<file path="src/rtl/cpu_pkg.sv">
// cpu_pkg: shared definitions for the LEGv8 encoder/decoder path.
//   instr_op_t    - the eleven-instruction subset, as carried on in_op
//   enc_state_t   - instr_encoder FSM states
//   OPC_* / COND_* - fixed opcode and condition fields
//   *_LSB         - bit positions of the variable instruction fields
//   fits_unsigned / fits_signed - immediate range helpers
package cpu_pkg;

    typedef enum logic [3:0] {
        OP_ADDI = 4'd0,
        OP_ADDS = 4'd1,
        OP_B    = 4'd2,
        OP_BLT  = 4'd3,
        OP_CBZ  = 4'd4,
        OP_LDUR = 4'd5,
        OP_LSL  = 4'd6,
        OP_LSR  = 4'd7,
        OP_MUL  = 4'd8,
        OP_STUR = 4'd9,
        OP_SUBS = 4'd10
    } instr_op_t;

    typedef enum logic [1:0] {
        ST_IDLE = 2'd0,
        ST_LOAD = 2'd1,
        ST_FULL = 2'd2
    } enc_state_t;

    // Opcode fields
    localparam logic [9:0]  OPC_ADDI  = 10'b1001000100;
    localparam logic [10:0] OPC_ADDS  = 11'b10101011000;
    localparam logic [10:0] OPC_SUBS  = 11'b11101011000;
    localparam logic [10:0] OPC_MUL   = 11'b10011011000;
    localparam logic [10:0] OPC_LSL   = 11'b11010011011;
    localparam logic [10:0] OPC_LSR   = 11'b11010011010;
    localparam logic [10:0] OPC_LDUR  = 11'b11111000010;
    localparam logic [10:0] OPC_STUR  = 11'b11111000000;
    localparam logic [5:0]  OPC_B     = 6'b000101;
    localparam logic [7:0]  OPC_BLT   = 8'b01010100;
    localparam logic [7:0]  OPC_CBZ   = 8'b10110100;
    localparam logic [4:0]  COND_LT   = 5'b01011;
    // MUL reuses the shamt slot as the fixed Ra=XZR field
    localparam logic [5:0]  SHAMT_MUL = 6'b011111;

    // Field positions (LSB of each field)
    localparam int RD_LSB    = 0;
    localparam int RN_LSB    = 5;
    localparam int IMM19_LSB = 5;
    localparam int SHAMT_LSB = 10;
    localparam int IMM12_LSB = 10;
    localparam int DADDR_LSB = 12;
    localparam int RM_LSB    = 16;
    localparam int OP11_LSB  = 21;
    localparam int OP10_LSB  = 22;
    localparam int OP8_LSB   = 24;
    localparam int OP6_LSB   = 26;

    // True when imm, read unsigned, is below 2**bits.
    function automatic logic fits_unsigned(input logic [25:0] imm, input int unsigned bits);
        return ((imm >> bits) == 26'd0);
    endfunction

    // True when imm, read as two's complement, fits a signed field of 'bits' bits:
    // everything from bit (bits-1) upward must be a copy of the sign.
    function automatic logic fits_signed(input logic [25:0] imm, input int unsigned bits);
        logic [25:0] hi;
        hi = 26'($signed(imm) >>> (bits - 32'd1));
        return (hi == 26'd0) || (hi == {26{1'b1}});
    endfunction

endpackage

</file>
<file path="src/rtl/instr_encoder_if.sv">
// instr_encoder_if: instruction-field stream plus instruction-memory write port.
//   in_valid/in_ready      - stream handshake
//   in_op/in_rd/in_rn/in_rm/in_imm - decoded instruction fields
//   wr_en/wr_addr/wr_data  - instruction-memory write strobe, word address, word
// master = field producer / memory side, slave = encoder.
interface instr_encoder_if #(parameter int ADDR_W = 6);

    logic              in_valid;
    logic              in_ready;
    logic [3:0]        in_op;
    logic [4:0]        in_rd;
    logic [4:0]        in_rn;
    logic [4:0]        in_rm;
    logic [25:0]       in_imm;
    logic              wr_en;
    logic [ADDR_W-1:0] wr_addr;
    logic [31:0]       wr_data;

    modport master (
        output in_valid, in_op, in_rd, in_rn, in_rm, in_imm,
        input  in_ready, wr_en, wr_addr, wr_data
    );

    modport slave (
        input  in_valid, in_op, in_rd, in_rn, in_rm, in_imm,
        output in_ready, wr_en, wr_addr, wr_data
    );

endinterface

</file>
<file path="src/rtl/instr_pack.sv">
// instr_pack: purely combinational LEGv8 field packer.
//   op, rd, rn, rm, imm - decoded fields (op may hold illegal codes > 10)
//   word                - 32-bit machine word (0 on error)
//   range_err           - illegal op or immediate out of range for op
// Usable stand-alone as a reference encoder.
module instr_pack
    import cpu_pkg::*;
(
    input  logic [3:0]  op,
    input  logic [4:0]  rd,
    input  logic [4:0]  rn,
    input  logic [4:0]  rm,
    input  logic [25:0] imm,
    output logic [31:0] word,
    output logic        range_err
);

    // Pack fields by op and flag illegal ops / out-of-range immediates
    always_comb begin
        word      = 32'h0000_0000;
        range_err = 1'b0;
        case (op)
            OP_ADDI: begin
                word[OP10_LSB +: 10]  = OPC_ADDI;
                word[IMM12_LSB +: 12] = imm[11:0];
                word[RN_LSB +: 5]     = rn;
                word[RD_LSB +: 5]     = rd;
                range_err             = !fits_unsigned(imm, 32'd12);
            end
            OP_ADDS, OP_SUBS, OP_MUL: begin
                if (op == OP_ADDS) begin
                    word[OP11_LSB +: 11] = OPC_ADDS;
                end else if (op == OP_SUBS) begin
                    word[OP11_LSB +: 11] = OPC_SUBS;
                end else begin
                    word[OP11_LSB +: 11]  = OPC_MUL;
                    word[SHAMT_LSB +: 6]  = SHAMT_MUL;
                end
                word[RM_LSB +: 5] = rm;
                word[RN_LSB +: 5] = rn;
                word[RD_LSB +: 5] = rd;
            end
            OP_LSL, OP_LSR: begin
                // Rm field is forced to zero; shift amount comes from imm
                if (op == OP_LSL) begin
                    word[OP11_LSB +: 11] = OPC_LSL;
                end else begin
                    word[OP11_LSB +: 11] = OPC_LSR;
                end
                word[SHAMT_LSB +: 6] = imm[5:0];
                word[RN_LSB +: 5]    = rn;
                word[RD_LSB +: 5]    = rd;
                range_err            = !fits_unsigned(imm, 32'd6);
            end
            OP_LDUR, OP_STUR: begin
                if (op == OP_LDUR) begin
                    word[OP11_LSB +: 11] = OPC_LDUR;
                end else begin
                    word[OP11_LSB +: 11] = OPC_STUR;
                end
                word[DADDR_LSB +: 9] = imm[8:0];
                word[RN_LSB +: 5]    = rn;
                word[RD_LSB +: 5]    = rd;
                range_err            = !fits_signed(imm, 32'd9);
            end
            OP_B: begin
                word[OP6_LSB +: 6] = OPC_B;
                word[25:0]         = imm;
            end
            OP_BLT: begin
                word[OP8_LSB +: 8]    = OPC_BLT;
                word[IMM19_LSB +: 19] = imm[18:0];
                word[RD_LSB +: 5]     = COND_LT;
                range_err             = !fits_signed(imm, 32'd19);
            end
            OP_CBZ: begin
                word[OP8_LSB +: 8]    = OPC_CBZ;
                word[IMM19_LSB +: 19] = imm[18:0];
                word[RD_LSB +: 5]     = rd;
                range_err             = !fits_signed(imm, 32'd19);
            end
            default: begin
                word      = 32'h0000_0000;
                range_err = 1'b1;
            end
        endcase
    end

endmodule

</file>
<file path="src/rtl/instr_encoder.sv">
// instr_encoder: accepts instruction fields on a valid/ready stream, encodes them
// and writes the words sequentially into instruction memory.
//   clk, reset_n    - clock, asynchronous active-low reset
//   start/base_addr - begin (or restart) a program at base_addr
//   finish          - end the current program
//   bus             - field stream in, memory write port out (slave modport)
//   err             - one-cycle pulse for an illegal op / immediate
//   busy            - program in progress (LOAD or FULL)
//   count           - words written since the last start
module instr_encoder
    import cpu_pkg::*;
#(
    parameter int ADDR_W = 6
) (
    input  logic              clk,
    input  logic              reset_n,
    input  logic              start,
    input  logic [ADDR_W-1:0] base_addr,
    input  logic              finish,
    instr_encoder_if.slave    bus,
    output logic              err,
    output logic              busy,
    output logic [ADDR_W:0]   count
);

    localparam logic [ADDR_W-1:0] ADDR_ONE = {{(ADDR_W-1){1'b0}}, 1'b1};
    localparam logic [ADDR_W:0]   CNT_ONE  = {{ADDR_W{1'b0}}, 1'b1};

    enc_state_t        state_r;
    enc_state_t        state_s;
    logic [ADDR_W-1:0] next_addr_r;
    logic [ADDR_W-1:0] wr_addr_r;
    logic [31:0]       wr_data_r;
    logic              wr_en_r;
    logic              err_r;
    logic [ADDR_W:0]   count_r;

    logic              in_ready_s;
    logic              accept_s;
    logic              good_s;
    logic              last_s;
    logic [31:0]       word_s;
    logic              range_err_s;

    instr_pack u_pack (
        .op        (bus.in_op),
        .rd        (bus.in_rd),
        .rn        (bus.in_rn),
        .rm        (bus.in_rm),
        .imm       (bus.in_imm),
        .word      (word_s),
        .range_err (range_err_s)
    );

    // start/finish close the input for the cycle so control always wins over data
    assign in_ready_s = (state_r == ST_LOAD) && !finish && !start;
    assign accept_s   = bus.in_valid && in_ready_s;
    assign good_s     = accept_s && !range_err_s;
    // The word being accepted goes to the top address: no further room
    assign last_s     = &next_addr_r;

    // FSM state register
    always_ff @(posedge clk or negedge reset_n) begin
        if (!reset_n) begin
            state_r <= ST_IDLE;
        end else begin
            state_r <= state_s;
        end
    end

    // FSM next-state logic; start has priority over finish
    always_comb begin
        state_s = state_r;
        case (state_r)
            ST_IDLE: begin
                if (start) begin
                    state_s = ST_LOAD;
                end else begin
                    state_s = ST_IDLE;
                end
            end
            ST_LOAD: begin
                if (start) begin
                    state_s = ST_LOAD;
                end else if (finish) begin
                    state_s = ST_IDLE;
                end else if (good_s && last_s) begin
                    state_s = ST_FULL;
                end else begin
                    state_s = ST_LOAD;
                end
            end
            ST_FULL: begin
                if (start) begin
                    state_s = ST_LOAD;
                end else if (finish) begin
                    state_s = ST_IDLE;
                end else begin
                    state_s = ST_FULL;
                end
            end
            default: begin
                state_s = ST_IDLE;
            end
        endcase
    end

    // Write strobe, error pulse and encoded-word register
    always_ff @(posedge clk or negedge reset_n) begin
        if (!reset_n) begin
            wr_en_r   <= 1'b0;
            err_r     <= 1'b0;
            wr_data_r <= 32'h0000_0000;
        end else begin
            wr_en_r <= good_s;
            err_r   <= accept_s && range_err_s;
            if (good_s) begin
                wr_data_r <= word_s;
            end
        end
    end

    // Address pointer, presented write address and word count.
    // wr_addr_r shows the address of the write in flight; next_addr_r is where
    // the following accept will land and saturates at the top address.
    always_ff @(posedge clk or negedge reset_n) begin
        if (!reset_n) begin
            next_addr_r <= {ADDR_W{1'b0}};
            wr_addr_r   <= {ADDR_W{1'b0}};
            count_r     <= {(ADDR_W+1){1'b0}};
        end else if (start) begin
            next_addr_r <= base_addr;
            wr_addr_r   <= base_addr;
            count_r     <= {(ADDR_W+1){1'b0}};
        end else if (good_s) begin
            wr_addr_r <= next_addr_r;
            count_r   <= count_r + CNT_ONE;
            if (!last_s) begin
                next_addr_r <= next_addr_r + ADDR_ONE;
            end
        end
    end

    assign bus.in_ready = in_ready_s;
    assign bus.wr_en    = wr_en_r;
    assign bus.wr_addr  = wr_addr_r;
    assign bus.wr_data  = wr_data_r;
    assign err          = err_r;
    assign busy         = (state_r != ST_IDLE);
    assign count        = count_r;

endmodule

</file>
<file path="src/flat_wrapper.sv">
// flat-port wrapper written by rule: the top's interface ports become plain ports
module instr_encoder_flat import cpu_pkg::*;
#(
    parameter int ADDR_W = 6
)
  (clk, reset_n, start, base_addr, finish, err, busy, count, bus_in_valid, bus_in_op, bus_in_rd, bus_in_rn, bus_in_rm, bus_in_imm, bus_in_ready, bus_wr_en, bus_wr_addr, bus_wr_data);
  instr_encoder_if #(.ADDR_W(ADDR_W)) bus_i ();
  input  logic clk;
  input  logic reset_n;
  input  logic start;
  input  logic [ADDR_W-1:0] base_addr;
  input  logic finish;
  output logic err;
  output logic busy;
  output logic [ADDR_W:0] count;
  input wire logic [$bits(bus_i.in_valid)-1:0] bus_in_valid;
  input wire logic [$bits(bus_i.in_op)-1:0] bus_in_op;
  input wire logic [$bits(bus_i.in_rd)-1:0] bus_in_rd;
  input wire logic [$bits(bus_i.in_rn)-1:0] bus_in_rn;
  input wire logic [$bits(bus_i.in_rm)-1:0] bus_in_rm;
  input wire logic [$bits(bus_i.in_imm)-1:0] bus_in_imm;
  output wire logic [$bits(bus_i.in_ready)-1:0] bus_in_ready;
  output wire logic [$bits(bus_i.wr_en)-1:0] bus_wr_en;
  output wire logic [$bits(bus_i.wr_addr)-1:0] bus_wr_addr;
  output wire logic [$bits(bus_i.wr_data)-1:0] bus_wr_data;
  assign bus_i.in_valid = bus_in_valid;
  assign bus_i.in_op = bus_in_op;
  assign bus_i.in_rd = bus_in_rd;
  assign bus_i.in_rn = bus_in_rn;
  assign bus_i.in_rm = bus_in_rm;
  assign bus_i.in_imm = bus_in_imm;
  assign bus_in_ready = bus_i.in_ready;
  assign bus_wr_en = bus_i.wr_en;
  assign bus_wr_addr = bus_i.wr_addr;
  assign bus_wr_data = bus_i.wr_data;
  instr_encoder #(.ADDR_W(ADDR_W)) u_core (.clk(clk), .reset_n(reset_n), .start(start), .base_addr(base_addr), .finish(finish), .bus(bus_i), .err(err), .busy(busy), .count(count));
endmodule
</file>
<file path="config.mk">
export PLATFORM = sky130hd
export DESIGN_NAME = instr_encoder_flat
export DESIGN_NICKNAME = d
export VERILOG_FILES = /design/src/rtl/cpu_pkg.sv /design/src/rtl/instr_encoder_if.sv /design/src/rtl/instr_pack.sv /design/src/rtl/instr_encoder.sv /design/src/flat_wrapper.sv
export SDC_FILE = /design/constraint.sdc
export NUM_CORES = 1
export LEC_CHECK = 0
export ABC_CLOCK_PERIOD_IN_PS = 1940
export CELL_PAD_IN_SITES_DETAIL_PLACEMENT = 0
export CELL_PAD_IN_SITES_GLOBAL_PLACEMENT = 2
export CORE_AREA = 3 3 123 125
export DETAILED_ROUTE_END_ITERATION = 6
export DIE_AREA = 0 0 126 128
export PLACE_DENSITY_LB_ADDON = 0.25
export SKIP_CTS_REPAIR_TIMING = 1
export SLEW_MARGIN = 20
export SYNTH_ARGS = -nofsm -noshare
export SYNTH_HDL_FRONTEND = slang
export SYNTH_SLANG_ARGS = --single-unit
</file>
<file path="constraint.sdc">
create_clock -name clk -period 1.94 [get_ports clk]
set_clock_uncertainty 0.05 [all_clocks]
set_input_delay 0.388 -clock clk [delete_from_list [all_inputs] [get_ports clk]]
set_output_delay 0.388 -clock clk [all_outputs]
set_load 0.01 [all_outputs]
</file>
# ---- Yosys cells after proc, flatten, opt, wreduce, memory -nomap -nowiden
# Cells that the tools add are included.
dict set report totals {
  out_inout_bits 49
  word_cells 82
  ff_bits 55
  inputBits 56
}
dict set report op_classes {
  add_sub_neg 2
  n_mux 26
  n_eq_ne 15
  n_reduce_logical 32
}
# cell count
set op_table {}
lappend op_table {{logical NOT 26 bit} 4}
lappend op_table {{one-hot mux 11 bit (7 select lines)} 1}
lappend op_table {{equality test 26 bit, second input constant} 2}
lappend op_table {{one-hot mux 10 bit (4 select lines)} 1}
lappend op_table {{2-to-1 mux 6 bit} 5}
lappend op_table {{one-hot mux 5 bit (5 select lines)} 1}
lappend op_table {{one-hot mux 4 bit (5 select lines)} 1}
lappend op_table {{equality test 4 x 3 -> 1 bit, second input constant} 4}
lappend op_table {{2-to-1 mux 7 bit} 2}
lappend op_table {{equality test 4 bit, second input constant} 3}
lappend op_table {{2-to-1 mux 2 bit} 6}
lappend op_table {{2-to-1 mux 11 bit} 1}
lappend op_table {{2-to-1 mux 10 bit} 1}
lappend op_table {{2-to-1 mux 5 bit} 2}
lappend op_table {{equality test 4 x 2 -> 1 bit, second input constant} 2}
lappend op_table {{one-hot mux 2 bit (4 select lines)} 1}
lappend op_table {{OR reduction 8 bit} 1}
lappend op_table {{adder 7 x 1 -> 7 bit, second input constant} 1}
lappend op_table {{logical NOT 1 bit} 7}
lappend op_table {{adder 6 x 1 -> 6 bit, second input constant} 1}
lappend op_table {{logical AND 1 bit} 6}
lappend op_table {{one-hot mux 2 bit (3 select lines)} 1}
lappend op_table {{AND reduction 6 bit} 1}
lappend op_table {{OR reduction 2 bit} 3}
lappend op_table {{13 further kinds} 17}

# ---- Depth between registers and ports, before layout
# Gate-level depths: netlist of the first run.
dict set report logic_depth {
  depth_word 11
  depth_mapped 9
  ltp_nobuf 7
}

# ---- Cells and area by module
# From an unflattened synthesis of the first run, not the netlist that was laid out.
dict set report unflattened {
  hier_cells 412
  area_unflattened_um2 3364.5
}
# mod cells_each n_inst area_per_inst_um2 seq_area_each_um2
set modules_own_cells {}
lappend modules_own_cells {instr_encoder 248 1 2368.5 1376.3}
lappend modules_own_cells {instr_pack 164 1 996.0 0.0}

# ---- Worst setup path before layout of the first run
# OpenSTA, ideal clock, no wires.
dict set report synth_timing {
  path_kind {input port to flip-flop}
  from {input port bus_in_imm[8]}
  to {register u_core.wr_data_r[10] (netlist: u_core.bus.wr_data[10])}
  arrival_ns 2.328
  stages 7
  path_buffers 0
  path_slack_ns -0.562
  cell_sequence {or4_4 -> or4_4 -> a32o_1 -> nor2_4 -> nand2_1 -> inv_2 -> mux2_2}
}
dict set report synth_between {
  elab_chain_len 6
  elab_cells_between_ends 9
}
# item line
set synth_rtl {}
lappend synth_rtl {{from (decl)} flat_wrapper.sv:21} ;# input wire logic [$bits(bus_i.in_imm)-1:0] bus_in_imm;
lappend synth_rtl {{equality test 26 bit / logical NOT 26 bit (equally long branches)} cpu_pkg.sv:68} ;# return (hi == 26'd0) || (hi == {26{1'b1}});
lappend synth_rtl {{logical OR 1 bit} cpu_pkg.sv:68}
lappend synth_rtl {{logical NOT 1 bit} instr_pack.sv:64} ;# range_err = !fits_signed(imm, 32'd9);
lappend synth_rtl {{one-hot mux 1 bit (5 select lines) (*)} instr_pack.sv:22} ;# case (op)
lappend synth_rtl {{logical NOT 1 bit (*)} instr_encoder.sv:58} ;# assign good_s = accept_s && !range_err_s;
lappend synth_rtl {{logical AND 1 bit (*)} instr_encoder.sv:58}
lappend synth_rtl {{via u_core.good_s} instr_encoder.sv:40} ;# logic good_s;
lappend synth_rtl {{to (signal assigned)} instr_encoder.sv:118} ;# wr_data_r <= word_s;
lappend synth_rtl {{to (decl)} instr_encoder.sv:33} ;# logic [31:0] wr_data_r;
# Mark *: on every way through the listed nets, which the timed path passes. The rest lies on a longest branch.
# A chain may end at the register's enable or synchronous reset.

# ---- Final worst setup path of the first run
dict set report layout_timing {
  from {input port bus_in_imm[10]}
  to {register u_core.next_addr_r[0]}
}
dict set report layout_between {
  elab_chain_len 8
  elab_cells_between_ends 11
}
# item line
set layout_rtl {}
lappend layout_rtl {{equality test 26 bit / logical NOT 26 bit (equally long branches)} cpu_pkg.sv:68}
lappend layout_rtl {{logical OR 1 bit} cpu_pkg.sv:68}
lappend layout_rtl {{logical NOT 1 bit} instr_pack.sv:64}
lappend layout_rtl {{one-hot mux 1 bit (5 select lines) (*)} instr_pack.sv:22}
lappend layout_rtl {{logical NOT 1 bit (*)} instr_encoder.sv:58}
lappend layout_rtl {{logical AND 1 bit (*)} instr_encoder.sv:58}
lappend layout_rtl {{nonzero test 2 bit (no line) (*)} n/a}
lappend layout_rtl {{AND reduction 2 bit (no line) (*)} n/a}
lappend layout_rtl {{to (signal assigned)} instr_encoder.sv:128} ;# next_addr_r <= {ADDR_W{1'b0}};
lappend layout_rtl {{to (signal assigned)} instr_encoder.sv:132} ;# next_addr_r <= base_addr;
lappend layout_rtl {{to (signal assigned)} instr_encoder.sv:139} ;# next_addr_r <= next_addr_r + ADDR_ONE;
lappend layout_rtl {{to (decl)} instr_encoder.sv:31} ;# logic [ADDR_W-1:0] next_addr_r;
# Mark *: on every way between the ends. The rest lies on a longest branch, timed or not.

==> results of run 1 <==
worst max-delay path, cell delays in order:
cell	delay [ps]
buf_6	90
or4_4	530
or4_4	530
a32oi_4	260
buf_6	160
o211ai_1	110
or3_1	370
a31oi_1	180
metal layers:
layer / track usage [%] / up-vias
met4: 3.79 / 0
met1: 24.1 / 1969
met2: 27.2 / 115
li1: - / 1956
met3: 2.71 / 11
met5: 0 / -
area by class of cell:
class / instances / area, um2 / area share, %
antenna: 2 / 5.00 / 0.0798
clock buffer: 5 / 125 / 2.00
clock inverter: 2 / 37.5 / 0.599
inverter: 11 / 46.3 / 0.738
multi-input combinational: 311 / 2310 / 36.8
sequential: 55 / 1380 / 22.0
tap: 180 / 225 / 3.59
timing repair buffer: 226 / 2150 / 34.2
registers in the layout, summed over array words and instances (netlist names):
register / count
u_core.count: 7
u_core.state_r: 2
u_core.err: 1
u_core.bus.wr_addr: 6
u_core.bus.wr_en: 1
u_core.next_addr_r: 6
u_core.bus.wr_data: 32
synthesized netlist by cell type (4+ instances only):
cell and n:
o21ai_0 37, a221oi_1 5, clkbuf_1 25, nand4_1 8
nor2b_1 4, nor2_1 31, nor3_1 5, and2_1 5
inv_1 10, dfrtp_1 55, o22ai_1 7, nand3_1 10
a222oi_1 10, nand2_1 48, a311oi_1 4, mux2_2 11
o31ai_1 7, a22oi_1 6, a31oi_1 11, mux2i_1 6
a21oi_1 38, or4_1 6
cells by family after synthesis:
| group | Yosys count |
|---|---|
| AOI/OAI and AO/OA | 149 |
| xor gates and xnor gates | 1 |
| adders and majority gates | 2 |
| buffers and inverters | 40 |
| DFF | 55 |
| muxes | 19 |
| and+or+nand+nor | 140 |
cells in the final DEF (no fill, tap or decap), drive strengths merged, types with 2 or more instances in the layout:
cell type,synthesis,routed
or2,2,2
diode,0,2
a32oi,3,3
inv,11,11
and2,5,5
nand2b,3,3
nor3,5,5
nor2b,4,4
mux2i,6,6
nor2,32,32
a221oi,5,5
nand4,8,8
a2bb2oi,2,2
clkdlybuf4s50,0,78
a22oi,6,6
dlymetal6s2s,0,22
o22ai,7,7
or3,2,2
nand4b,2,2
and3,3,3
o31ai,7,7
a21oi,39,39
nor4,3,3
o21ai,40,40
a31oi,11,11
a221o,2,2
clkbuf,25,9
nand3,10,10
mux2,13,13
nand2,49,49
buf,4,121
or4,8,8
ha,2,2
dfrtp,55,55
a222oi,10,10
a311oi,4,4
power breakdown:
part / switching (W) / internal (W) / total, W
combinational: 0.000635 / 0.000848 / 0.00148
sequential: 0.000153 / 0.00134 / 0.00149
clock: 0.000429 / 0.000603 / 0.00103
total: 0.00122 / 0.00279 / 0.00401
metrics by stage:
step	TNS (ps)	power, W
after floorplan	-21940	0.00197
after global placement	-52470	0.00280
after detailed placement	-54460	0.00281
after CTS	-36930	0.00386
after global routing	-25900	0.00423
final	-23120	0.00401
final timing paths:
kind | startpoint | to | slack, ps | depth (start not counted)
min in group asynchronous | reset_n | u_core.bus.wr_data[2] | 490 | 2
worst max-delay path | bus_in_imm[10] | u_core.next_addr_r[0] | -520 | 8
worst max register to register | u_core.state_r[1] | u_core.count[6] | -10 | 6
worst min-delay path | finish | u_core.state_r[1] | 430 | 3
max in group asynchronous | reset_n | u_core.bus.wr_addr[0] | 760 | 3
worst min register to register | u_core.bus.wr_data[20] | u_core.bus.wr_data[20] | 430 | 2
==> out/qor.yml, run 1 <==
synth_compound_area_share_pct: 28.7
synth-simple-area-share_pct: 20.1
fmax_mhz: 407
final_core_utilization_pct: 44.8
slew_violations: 0
synth_top_area_share_pct: 39.5
worstSetupStartpointType: "input pin"
hold_path.class: "input pin to flop"
die_area_um2: 16100
status: "finished with violations"
rsz0062_at_grt: "true"
postRouteAntennaNets: 0
initial_core_util_pct: 24.9
synth_adder_area_share_pct: 0.719
synth_top_family_by_area: "compound AO/OA/AOI/OAI gates"
async_flop_share_pct: 100
max_slew_margin_pct: 64.8
clockBufferDepth: 2
cts_tree: "built"
setup_viol: 55
cts-root-buf: "clkbuf_16"
vias_per_cell: 5.11
whs_ps: 427
leakage_nw: 2.74
hold_violations: 0
yosysSeqAreaShare_pct: 39.5
grt_max_degree: 43
die_h_um: 128
die_x_um: 126
drive_above_1_share_pct: 36.4
grt_pass1_wl_mm: 21.8
final_area_um2: 6270
io_buffer_count: 104
pre_cts_ws_ps: -1110
synth-edff-count: 0
violations: "negative setup slack"
setup_slack_ps: -515
areaGrowthSynthToFinish_pct: 80.1
ys_ff_latch: 55
cts.sinks: 55
critical_path_required_ps: 2110
via_count: 4051
dp_hpwl_mm: 11.0
clk_latency_ps: 300
post_drt_wl_per_cell_um: 18.2
drc: 0
period_share_pct: 127
synth_cell_types: 61
synth_area_leaders: "dfrtp_1 40%, a21oi_1 5.5%, o21ai_0 5.3%"
routed.top_layer: "met4"
placementRows: 43
coreArea_um2: 14000
min_period_ps: 2460
grt.total_usage_pct: 17.0
synth_ff_type: "dfrtp_1"
endpoint_kind: "flop"
routed-wl-met2_mm: 6.82
grt_overflow: 0
first_pass_iters: 7
syn_area_per_cell_um2: 8.58
worstPathArrival_ps: 2620
antenna_found_initial: 1
met3_length_um: 700
netlist_area_um2: 3480
grt_pass1_vias: 3962
syn_inst: 406
cap_violations: 0
ir_worst_vdd_mv: 0.440
clkSlewWorstSetupHoldPaths_ps: 80
cts_buffers: 5
place_area_um2: 5450
fillers: 1368
yosysWarnings: 0
syn-num-nets: 464
first_iter_violations: 270
muxShareOfSynthArea_pct: 6.14
crit_fanout: 3
gp_congestion: 0.904
tightest_slew_ps: 528
synthXorXnorAreaFrac_pct: 0.252
dp.cells: 763
crit_type: "input pin to flop"
cts_max_level: 2
layout.nets: 668
wl_met1_mm: 6.71
drt-total-wl_mm: 14.4
instances_no_fill: 792
synth_top_cell_by_area: "dfrtp_1"
ioPinCount: 105
power_density_nw_per_um2: 639
Power figures use the tool's default switching activity.
==> inputs of run 2 (changes only) <==
--- a/config.mk
+++ b/config.mk
@@ -11,6 +11,7 @@
 export CORE_AREA = 3 3 123 125
 export DETAILED_ROUTE_END_ITERATION = 6
 export DIE_AREA = 0 0 126 128
+export MAX_ROUTING_LAYER = met4
 export PLACE_DENSITY_LB_ADDON = 0.25
 export SKIP_CTS_REPAIR_TIMING = 1
 export SLEW_MARGIN = 20
==> run 2 against run 1 <==
Net effect:
- the flow still finishes with violations (negative setup slack)
- power shrank 4.0%
- cell count shrank 0.76%
- utilization shrank 0.82 points
- flip-flop and latch count is the same
- clock-buffer cell count grew 1
- clock power shrank 11%
- register-to-register slack lost 50 ps
- setup slack lost 46 ps
- fmax shrank 1.8%
- die area is the same
==> out/qor.yml, run 2 (synthesis results as in run 1) <==
vias_per_cell: 5.22  # +2.1%
post_drt_wl_per_cell_um: 18.9  # +3.6%
drt-total-wl_mm: 14.8  # +2.8%
endpoint_kind: "flop"
multiInputGateArea_um2: 2270  # -1.8%
r2r-start: "u_core.state_r[1]"
fmax_mhz: 400  # -1.8%
grt_max_degree: 56  # +30%
max_slew_margin_pct: 56.5  # -8.3 points
cts_tree: "built"
gp_congestion: 0.959  # +6.1%
drive_above_1_share_pct: 34.7  # -1.7 points
reg2reg_setup_slack_ps: -60  # -50 ps
antenna_found_initial: 0  # -1
die_x_um: 126  # unchanged
status: "finished with violations"
cts_buffers: 5  # unchanged
fillers: 1409  # +3.0%
cap_violations: 0  # unchanged
place_area_um2: 5420  # -0.60%
crit_type: "input pin to flop"
rsz0062_at_grt: "true"
slew_violations: 0  # unchanged
grt.total_usage_pct: 17.9  # +0.90 points
ioPinCount: 105  # unchanged
period_share_pct: 129  # +2.4 points
critical_path_required_ps: 2080  # -30 ps
final_area_um2: 6150  # -1.8%
n_antenna_cell: 0  # -2
via_count: 4104  # +1.3%
clockBufferDepth: 2  # unchanged
min_period_ps: 2500  # +46.0 ps
rr_endpoint: "u_core.next_addr_r[3]"
die_area_um2: 16100  # unchanged
placementRows: 43  # unchanged
worstPathArrival_ps: 2640  # +20 ps
violations: "negative setup slack"
worstSetupStartpointType: "input pin"
areaGrowthSynthToFinish_pct: 76.8
ff2ff_path_depth: 7  # +1
leakage_nw: 2.69  # -1.8%
grt_overflow: 0  # unchanged
setup_slack_ps: -561  # -46.0 ps
postRouteAntennaNets: 0  # unchanged
crit_fanout: 5  # +2
coreArea_um2: 14000  # unchanged
largest_reg_flops: 32  # unchanged
initial_core_util_pct: 24.9  # unchanged
clkSlewWorstSetupHoldPaths_ps: 70  # about the same
layout_commonest_cell: "buf_4"
first_iter_violations: 224  # -17%
layout.nets: 663  # -0.75%
io_buffer_count: 104  # unchanged
final.setup.tns_ps: -23230  # -116 ps
cts-root-buf: "clkbuf_16"
cts.sinks: 55  # unchanged
tightest_slew_ps: 645  # +117 ps
register_area_um2: 1380  # unchanged
final_cell_mix: "95 x buf_4, 78 x clkdlybuf4s50_1, 55 x dfrtp_1, 36 x nand2_1, 30 x nor2_1"
cts_max_level: 2  # unchanged
dp_hpwl_mm: 11.0  # +0.42%
setup_viol: 54  # -1.8%
first_pass_iters: 7  # unchanged
die_h_um: 128  # unchanged
grt_pass1_wl_mm: 22.3  # +2.2%
grt_pass1_vias: 3996  # +0.86%
power_density_nw_per_um2: 625  # -2.2%
ir_worst_vdd_mv: 0.326  # -26%
clk_latency_ps: 310  # about the same
drc: 0  # unchanged
hold_violations: 0  # unchanged
hold_path.class: "input pin to asynchronous set/reset pin"
==> run 2: cell types whose count changed in the layout (fill, tap and decap cells not counted), sizes merged, moves of 2 or more <==
| cell | previous run | this run |
|---|---|---|
| clkbuf | 9 | 13 |
| buf | 121 | 115 |
| dlymetal6s2s | 22 | 20 |
| diode | 2 | 0 |
==> run 2: per-layer routing <==
layer	global-route usage, %	share of wire (%)	vias up
li1	-	-	1945
met1	24.8	47	2015
met2	27.4	47	125
met3	2.67	4.2	19
met4	4.73	1.5	0
met5	-	0	-
==> run 2: through the flow <==
| step | cells | hold slack (ps) | util [%] | total power (W) | worst slack, ps |
|---|---|---|---|---|---|
| 2_1_floorplan | 406 | 42.4 | - | 0.00197 | -558 |
| 3_3_place_gp | 757 | 364 | 38.8 | 0.00279 | -1040 |
| 3_5_place_dp | 757 | 364 | 38.8 | 0.00280 | -1110 |
| 4_1_cts | 765 | 41.1 | 39.8 | 0.00373 | -794 |
| 5_1_grt | 786 | 39.8 | 44.0 | 0.00406 | -589 |
| 6_report | 786 | 13.4 | 44.0 | 0.00385 | -561 |
==> run 2: power by group <==
group / leakage [nW] / switching (W) / internal, W
Combinational: 1.92 / 0.000633 / 0.000814
Clock: 0.0669 / 0.000438 / 0.000479
Sequential: 0.699 / 0.000144 / 0.00134
Total: 2.69 / 0.00121 / 0.00263
==> run 2: cell type report <==
| cell class | count | area share (%) |
|---|---|---|
| clock inverters | 2 | 0.203 |
| repair buffers | 220 | 34.1 |
| clock buffers | 6 | 2.09 |
| multi-input cells | 312 | 36.8 |
| well taps | 180 | 3.66 |
| inverters | 11 | 0.752 |
| flip-flops and latches | 55 | 22.4 |
==> run 2: critical path, stage by stage <==
cell and delay, ps:
buf_6 90, or4_4 530, or4_4 540, a32oi_4 260, o2111ai_4 230, buf_6 180, and3_4 170, a221o_1 250
==> run 2: how the worst max path moves through the flow <==
stage / to / cells past startpoint / from
2_1_floorplan: u_core.bus.wr_data[10] / 7 / bus_in_imm[8]
3_3_place_gp: u_core.count[6] / 8 / bus_in_imm[8]
3_5_place_dp: u_core.count[6] / 8 / bus_in_imm[8]
4_1_cts: u_core.count[6] / 8 / bus_in_imm[8]
5_1_grt: u_core.bus.wr_data[30] / 8 / bus_in_imm[8]
6_report: u_core.bus.wr_addr[0] / 8 / bus_in_imm[8]
==> inputs of run 3 (changes only) <==
--- a/config.mk
+++ b/config.mk
@@ -5,12 +5,12 @@
 export SDC_FILE = /design/constraint.sdc
 export NUM_CORES = 1
 export LEC_CHECK = 0
-export ABC_CLOCK_PERIOD_IN_PS = 1940
+export ABC_CLOCK_PERIOD_IN_PS = 2500
 export CELL_PAD_IN_SITES_DETAIL_PLACEMENT = 0
 export CELL_PAD_IN_SITES_GLOBAL_PLACEMENT = 2
-export CORE_AREA = 3 3 123 125
+export CORE_AREA = 3 3 118 120
 export DETAILED_ROUTE_END_ITERATION = 6
-export DIE_AREA = 0 0 126 128
+export DIE_AREA = 0 0 121 123
 export MAX_ROUTING_LAYER = met4
 export PLACE_DENSITY_LB_ADDON = 0.25
 export SKIP_CTS_REPAIR_TIMING = 1
==> constraint.sdc (replaced) <==
create_clock -name clk -period 2.5 [get_ports clk]
set_clock_uncertainty 0.05 [all_clocks]
set_input_delay 0.5 -clock clk [delete_from_list [all_inputs] [get_ports clk]]
set_output_delay 0.5 -clock clk [all_outputs]
set_load 0.01 [all_outputs]
==> run 3 against run 2 <==
Net effect:
- the flow still finishes with violations (negative setup slack)
- non-clock buffer count decreased by 13
- first-iteration DRC count decreased by 7.6%
- clock power is 24% lower
- combinational power is 23% lower
- register-to-register slack gained 400 ps
- via count fell by 2.5%
- global-route usage grew 1.5 points
- largest power group unchanged
- setup slack better by 470 ps
- power down 23%
- sequential power fell by 22%
- worst hold slack improved by 160 ps
- flip-flop and latch count unchanged
==> out/qor.yml, run 3 (synthesis results as in run 1) <==
violations: "negative setup slack"
ir_worst_vdd_mv: 0.247  # -24%
first_iter_violations: 207  # -7.6%
hold_path.class: "input pin to asynchronous set/reset pin"
cts_tree: "built"
drt-total-wl_mm: 14.4  # -2.8%
setup_slack_ps: -90.8  # +470 ps
first_pass_iters: 4  # -3
cts.sinks: 55  # unchanged
worstPathArrival_ps: 2730  # +90 ps
die_x_um: 121  # -4.0%
max_stage_delay_ps: 530  # about the same
max_slew_margin_pct: 55.7  # -0.85 points
leakage_nw: 2.59  # -3.6%
largest_reg_flops: 32  # unchanged
critical_path_required_ps: 2640  # +560 ps
slowest_stage: "or4_4"
fillers: 1268  # -10%
endpoint_kind: "flop"
power_density_nw_per_um2: 491  # -21%
initial_core_util_pct: 26.6  # +1.7 points
worstSetupStartpointType: "input pin"
fmax_mhz: 386
slew_violations: 0  # unchanged
min_period_ps: 2590
coreArea_um2: 13100  # -6.5%
ioPinCount: 105  # unchanged
via_count: 4003  # -2.5%
grt.total_usage_pct: 19.4  # +1.5 points
die_area_um2: 14900  # -7.7%
post_drt_wl_per_cell_um: 18.8  # -0.40%
final_cell_mix: "82 x buf_4, 79 x clkdlybuf4s50_1, 55 x dfrtp_1, 34 x nand2_1, 30 x nor2_1"
clkPwrFrac_pct: 23.6  # -0.2 points
layout_commonest_cell: "buf_4"
cts-root-buf: "clkbuf_16"
period_share_pct: 104
cts_max_level: 2  # unchanged
crit_type: "input pin to flop"
crit_fanout: 5  # unchanged
final.setup.tns_ps: -973  # +22260 ps
clk_latency_ps: 300  # about the same
tightest_slew_ps: 665  # +19.6 ps
areaGrowthSynthToFinish_pct: 72.4
power_frac_seq_pct: 38.9  # +0.3 points
grt_pass1_wl_mm: 21.7  # -2.4%
gp_congestion: 0.889  # -7.3%
cts_buffers: 5  # unchanged
status: "finished with violations"
drc: 0  # unchanged
p_sw_w: 0.000928  # -24%
die_h_um: 123  # -3.9%
vias_per_cell: 5.22  # about the same
layout.nets: 649  # -2.1%
path_cells: "buf_6 > or4_4 > or4_4 > a32oi_4 > o2111ai_4 > buf_6 > clkbuf_16 > mux2_4"
rsz0062_at_grt: "true"
grt_max_degree: 31  # -45%
grt_overflow: 0  # unchanged
grt_pass1_vias: 3880  # -2.9%
postRouteAntennaNets: 0  # unchanged
placementRows: 42  # -2.3%
clkSlewWorstSetupHoldPaths_ps: 70  # about the same
netSwitchingFraction_pct: 31.5  # -0.084 points
antenna_found_initial: 1  # +1
p_int_w: 0.00202  # -23%
cap_violations: 0  # unchanged
setup_viol: 27  # -50%
pre_cts_ws_ps: -636  # +474 ps
clockBufferDepth: 2  # unchanged
hold_violations: 0  # unchanged
drive_above_1_share_pct: 33.1  # -1.6 points
power_frac_comb_pct: 37.5  # about the same
io_buffer_count: 104  # unchanged
dp_hpwl_mm: 10.8  # -1.5%
whs_ps: 175  # +161 ps
run 3: worst paths after layout:
| check | from | to | cells past startpoint | slack, ps |
|---|---|---|---|---|
| min in group clk | u_core.bus.wr_data[14] | u_core.bus.wr_data[14] | 2 | 430 |
| worst max register to register | u_core.state_r[1] | u_core.next_addr_r[3] | 8 | 340 |
| max in group asynchronous | reset_n | u_core.bus.wr_data[12] | 2 | 1620 |
| worst max-delay path | bus_in_imm[10] | u_core.bus.wr_data[30] | 8 | -90 |
| worst min-delay path | reset_n | u_core.count[6] | 1 | 170 |
| worst min register to register | u_core.bus.wr_data[14] | u_core.bus.wr_data[14] | 2 | 430 |
run 3: cell type report:
class                           instances  area [um2]  area share [%]
Antenna cell                            1        2.50          0.0417
Clock buffer                            5         125            2.08
Clock inverter                          1        7.51           0.125
Inverter                               11        41.3           0.688
Multi-Input combinational cell        311        2250            37.5
Sequential cell                        55        1380            22.9
Tap cell                              176         220            3.67
Timing Repair Buffer                  207        1980            32.9
run 3: power groups by stage:
stage                     clock, W  sequential (W)  combinational, W
after global routing      0.000754         0.00117           0.00120
after floorplan                  0         0.00120          0.000324
final                     0.000695         0.00115           0.00111
after detailed placement         0         0.00115           0.00102
after global placement           0         0.00114           0.00101
after CTS                 0.000714         0.00113           0.00102
run 3: through the flow:
stage,cells,util (%),cell area (um2),power [W]
3_3_place_gp,747,41.0,5360,0.00215
4_1_cts,753,42.0,5500,0.00287
5_1_grt,767,45.9,6000,0.00312
6_report,767,45.9,6000,0.00295
2_1_floorplan,406,-,3500,0.00153
3_5_place_dp,747,41.0,5360,0.00217
run 3: layer usage:
metal | GRT usage (%) | up-vias | wire [um]
met1 | 27.5 | 1951 | 6950
met3 | 3.52 | 13 | 739
li1 | - | 1918 | -
met4 | 5.24 | 0 | 153
met2 | 28.6 | 121 | 6570
met5 | - | - | 0
run 3: critical path, delay by kind of cell:
family | cells | cell delay [ps]
compound gates | 2 | 460
buf+inv | 3 | 410
mux | 1 | 290
simple gates | 2 | 1060
==> RTL edit 1 (config.mk and constraints of run 1) <==
Change the package constant `IMM19_LSB` from 5 to 4.
--- a/src/rtl/cpu_pkg.sv
+++ b/src/rtl/cpu_pkg.sv
@@ -45,7 +45,7 @@
     // Field positions (LSB of each field)
     localparam int RD_LSB    = 0;
     localparam int RN_LSB    = 5;
-    localparam int IMM19_LSB = 5;
+    localparam int IMM19_LSB = 4;
     localparam int SHAMT_LSB = 10;
     localparam int IMM12_LSB = 10;
     localparam int DADDR_LSB = 12;
Check against the original RTL: not equivalent (a bounded check fails within 4 cycles, from zero or initial values and one cycle with reset_n low).
==> RTL edit 1 against run 1 <==
- the run still ends with negative setup slack left
- synthesized area down 3.7%
- sequential cell count unchanged
- maximum frequency up 2.4%
- die area unchanged
- combinational power down 11%
- register-to-register slack worse by 0.08 ns
- final area down 3.4%
- power down 8.5%
- via count down 1.4%
- routed wire length down 4.6%
- sequential power down 3%
- setup slack better by 0.058 ns
- critical path type unchanged
- largest cell class is now buffers
- largest power group unchanged
==> RTL edit 1: results (changes against run 1) <==
Power and ir drop
The proportion of power drawn by flip-flops and latches is 39.5% (+2.3 points). The worst vdd rail ir drop came to 0.302 mV (-31%). The internal power consumption came to 2.55 mW (-8.8%).

The clock network power share is 24.9% (-0.8 points).

Logic synthesis
The compound-gate portion of the synthesized area is 27.7% (-0.94 points). In the synthesized netlist, the cells that appear most often are nand2_1 (75), o21ai_0 (56), dfrtp_1 (55). The mux share of post-synthesis cell area was 3.32% (-2.8 points).

The sequential element share of the synthesized area came to 41.1% (+1.5 points). The distinct cell type count after synthesis came to 56 (-8.2%). The net count after synthesis is 463 (-0.22%). The xor-xnor portion of the synthesized cell area was 0.523% (+0.27 points).

Setup path
The endpoint arrival time on the critical path is 2.53 ns (-0.09 ns). The kind of cell adding the most delay to the critical path is compound AO/OA/AOI/OAI gates. The largest fanout on the critical path is 6 (+3).

Global route
The maximum number of pins on one net before global-route repair is 56 (+30%). The wire length of the first global-routing pass was 20100 microns (-8.0%). The total routing usage reported by global routing came to 15.5% (-1.5 points). The via count of the first global-routing pass was 3743 (-5.5%).

Outcome
The final reports fail on negative setup slack. The run finished, with violations left.

STA
The final total negative setup slack was -19.53 ns (+3.59 ns). The number of failing setup endpoints in the final timing report came to 54 (-1.8%). The worst setup margin was -0.457 ns (+0.0577 ns).

Cells and area
The ratio of cells with drive above 1 in the final layout is 29.9% (-6.5 points). The final-stage net count is 675 (+1.0%).

Drt
The number of detailed-route iterations in the first pass came to 5 (-2). The number of DRC markers after the initial detailed-route iteration came to 202 (-25%). The wire length after detailed routing is 13800 microns (-4.6%).

Place
The post-place instance area is 5380 sq um (-1.3%). The total instance count after detailed placement was 766 (+0.39%). The pre-CTS setup slack is -1.14 ns (-0.0359 ns).

Min path
The path category of the worst min-delay check is in2async.
-- RTL edit 1: cell count changes in the layout (fill, tap and decap cells not counted), moves of 7 or more --
cell / delta
nand2_2: -12
mux2_2: -9
nor2_1: -8
o21ai_1: +7
a21oi_1: -9
o21ai_0: +7
nand2_1: +44
-- RTL edit 1: worst paths after layout --
path                                          end                    from  slack, ns  depth (start not counted)
min in group clk           u_core.bus.wr_data[31]  u_core.bus.wr_data[31]       0.43                          2
hold / removal             u_core.bus.wr_data[15]                 reset_n       0.03                          2
setup reg to reg           u_core.bus.wr_data[24]       u_core.state_r[1]      -0.09                          9
hold reg to reg            u_core.bus.wr_data[31]  u_core.bus.wr_data[31]       0.43                          2
max in group asynchronous  u_core.bus.wr_data[24]                 reset_n       1.55                          2
setup / recovery           u_core.bus.wr_data[24]          bus_in_imm[11]      -0.46                         11
-- RTL edit 1: logic make-up (layout without fill, tap and decap cells) --
family                   Yosys count  in the layout
AO/OA/AOI/OAI                    140            140
buffers and inverters             35            248
flip-flops                        55             55
AND/OR/NAND/NOR                  159            159
XOR/XNOR                           2              2
multiplexers                      11             11
adder cells (fa/ha/maj)            3              3
-- RTL edit 1: area by class of cell --
cell class              count  area (sq um)
well taps                 180           225
clock inverters             2          12.5
multi-input cells         315          2040
fillers                  1402          7930
flip-flops and latches     55          1380
repair buffers            231          2230
inverters                   8          35.0
repair inverters            1          8.76
clock buffers               6           129
-- RTL edit 1: routing by layer --
layer / global-route usage, % / share of wire, % / vias to the layer above
li1: - / - / 1934
met5: 0 / 0 / -
met2: 26.1 / 49 / 111
met1: 20.2 / 44 / 1935
met3: 3.04 / 5.0 / 14
met4: 4.73 / 1.8 / 0
==> RTL edit 2 (config.mk and constraints of run 1) <==
Made on the original files. Make the reset (`reset_n`) synchronous in 3 clocked blocks. Comments in the files are not updated.
--- a/src/rtl/instr_encoder.sv
+++ b/src/rtl/instr_encoder.sv
@@ -60,7 +60,7 @@
     assign last_s     = &next_addr_r;
 
     // FSM state register
-    always_ff @(posedge clk or negedge reset_n) begin
+    always_ff @(posedge clk) begin
         if (!reset_n) begin
             state_r <= ST_IDLE;
         end else begin
@@ -106,7 +106,7 @@
     end
 
     // Write strobe, error pulse and encoded-word register
-    always_ff @(posedge clk or negedge reset_n) begin
+    always_ff @(posedge clk) begin
         if (!reset_n) begin
             wr_en_r   <= 1'b0;
             err_r     <= 1'b0;
@@ -123,7 +123,7 @@
     // Address pointer, presented write address and word count.
     // wr_addr_r shows the address of the write in flight; next_addr_r is where
     // the following accept will land and saturates at the top address.
-    always_ff @(posedge clk or negedge reset_n) begin
+    always_ff @(posedge clk) begin
         if (!reset_n) begin
             next_addr_r <= {ADDR_W{1'b0}};
             wr_addr_r   <= {ADDR_W{1'b0}};
Formal check against the unedited RTL: differs if reset_n is asserted again (counterexample within 4 cycles, from zero or initial values and one cycle with reset_n low); with reset_n held inactive, the same outputs for 10 cycles.
==> RTL edit 2 against run 1 <==
- the run still ends with negative setup slack left
- power decreased by 19%
- critical endpoint is now u_core.next_addr_r[4]
- sequential power decreased by 21%
- setup slack improved by 0.21 ns
- register-to-register slack improved by 0.13 ns
- global-route usage decreased by 0.80 points
- routed wire length decreased by 3.0%
- final area decreased by 7.2%
- sequential cell count unchanged
- synthesized area decreased by 9.5%
==> RTL edit 2: results (changes against run 1) <==
Outcome
The run finished, with violations left. The final reports fail on negative setup slack.

Global route
The wire length of the first global-routing pass was 21000 microns (-3.9%). The maximum number of pins on one net before global-route repair is 30 (-30%). The number of antenna violations at the first check in global routing is 0 (-1). The total routing usage reported by global routing is 16.2% (-0.80 points). The via count of the first global-routing pass is 3742 (-5.6%).

Cells and area
The flip-flop count of the largest register, all copies and words added is 32 (unchanged). The ratio of cells with drive above 1 in the final layout is 29.6% (-6.8 points). The final-stage net count was 658 (-1.5%). The number of inserted diodes is 0 (-2).

Logic synthesis
The sequential element share of the synthesized area was 34.9% (-4.6 points). The total number of yosys warnings is 0 (unchanged). The distinct cell type count after synthesis is 54 (-11%).

Yosys attributes the largest share of cell area to dfxtp_1 (35%), a21oi_1 (9.8%), a211oi_1 (5.5%). The share of flip-flops with an asynchronous set or reset came to 0% (-100 points). Sorting the synthesized cells by how often they occur yields a21oi_1 (62), dfxtp_1 (55), clkbuf_1 (27).

The net count after synthesis is 464 (unchanged).

Min path
The path class of the tightest hold or removal check is reg2reg.

Drt
The wire length after detailed routing is 14000 microns (-3.0%). The detailed-route via count is 4063 (+0.30%). The number of detailed-route iterations in the first pass is 5 (-2). The number of DRC markers after the initial detailed-route iteration is 329 (+22%).

Place
The half-perimeter wire length after detailed placement is 10700 microns (-2.2%). The port buffer count is 104 (unchanged). The final weighted congestion in routability-driven placement is 0.819 (-9.3%). The post-place instance area was 5240 sq um (-3.9%). The pre-CTS setup slack is -1.13 ns (-0.0234 ns).

Setup path
The endpoint arrival time on the critical path is 2.42 ns (-0.20 ns). The largest fanout on the critical path is 8 (+5).

STA
The worst setup margin came to -0.309 ns (+0.206 ns). The relative slew slack was 67.7% (+2.9 points). The number of failing setup endpoints in the final timing report is 54 (-1.8%).

Clocking
The number of clock buffers inserted by TritonCTS is 5 (unchanged). The post-CTS clock slew at the launch and capture registers of the worst setup and hold paths is 0.07 ns. The level count of the clock H-tree is 2 (unchanged). The buffer depth of the longest clock path came to 2 (unchanged).

The CTS root buffer is clkbuf_16. Clock latency on the worst-skew pair, taken at its later pin, is 0.29 ns.

Power and ir drop
The reported leakage power is 2.20 nW (-20%). The worst vdd rail ir drop is 0.359 mV (-18%).
-- RTL edit 2: cell types whose count changed in the layout (fill, tap and decap cells not counted), moves of 9 or more --
cell             run 1  this run
nand2_2             16         0
o21ai_1             16         4
mux2_2               9         0
nand2_1             27        18
dfxtp_1              0        55
a21oi_1             28        55
dfrtp_1             55         0
a211oi_1             0        22
nor2_1              30        16
-- RTL edit 2: final cells by class --
| cell class | count | area (sq um) |
|---|---|---|
| inverter | 13 | 48.8 |
| clock inverter | 2 | 60.1 |
| timing repair buffer | 225 | 2140 |
| clock buffer | 6 | 129 |
| tap | 180 | 225 |
| multi-input combinational | 300 | 2110 |
| fill | 1428 | 8170 |
| sequential | 55 | 1100 |
-- RTL edit 2: per-stage QoR --
step	instances	setup TNS, ns	hold slack, ns	utilization, %
after floorplan	406	-14.91	0.417	-
after global placement	760	-52.15	0.413	37.5
after detailed placement	760	-54.82	0.418	37.5
after CTS	768	-37.88	0.425	38.8
after global routing	781	-16.03	0.451	41.6
final	781	-11.17	0.423	41.6
-- RTL edit 2: cell families (layout without fill, tap and decap cells) --
| logic type | after synthesis | count (layout) | share of synthesized area [%] |
|---|---|---|---|
| and+or+nand+nor | 108 | 108 | 17.9 |
| AOI/OAI and AO/OA | 188 | 188 | 39.3 |
| xor gates and xnor gates | 1 | 1 | 0.278 |
| adders and majority gates | 3 | 3 | 1.11 |
| buffers and inverters | 51 | 246 | 6.39 |
| DFF | 55 | 55 | 34.9 |
-- RTL edit 2: power breakdown --
group | total (mW) | internal (mW) | switching, mW
Sequential | 1.18 | 1.16 | 0.0270
Combinational | 0.883 | 0.465 | 0.418
Clock | 1.16 | 0.741 | 0.423
-- RTL edit 2: final timing paths --
check / start / to / slack, ns / cells after the start
setup / recovery: bus_in_imm[11] / u_core.next_addr_r[4] / -0.31 / 7
hold / removal: u_core.bus.wr_addr[4] / u_core.bus.wr_addr[4] / 0.42 / 2
setup reg to reg: u_core.next_addr_r[0] / u_core.next_addr_r[5] / 0.12 / 5
hold reg to reg: u_core.bus.wr_addr[4] / u_core.bus.wr_addr[4] / 0.42 / 2
-- RTL edit 2: routing by layer --
layer	vias up	global-route usage, %	part of all wire (%)
met5	-	0	0
met4	0	3.97	1.6
met3	15	2.17	4.4
met2	125	25.4	46
met1	1938	23.5	48
li1	1985	-	-
-- RTL edit 2: worst max-delay path, cell delays in order --
cell and delay (ns):
buf_6 0.09, or4_4 0.54, or2_1 0.26, a311o_1 0.39, buf_6 0.17, or4_4 0.41
a31oi_1 0.17
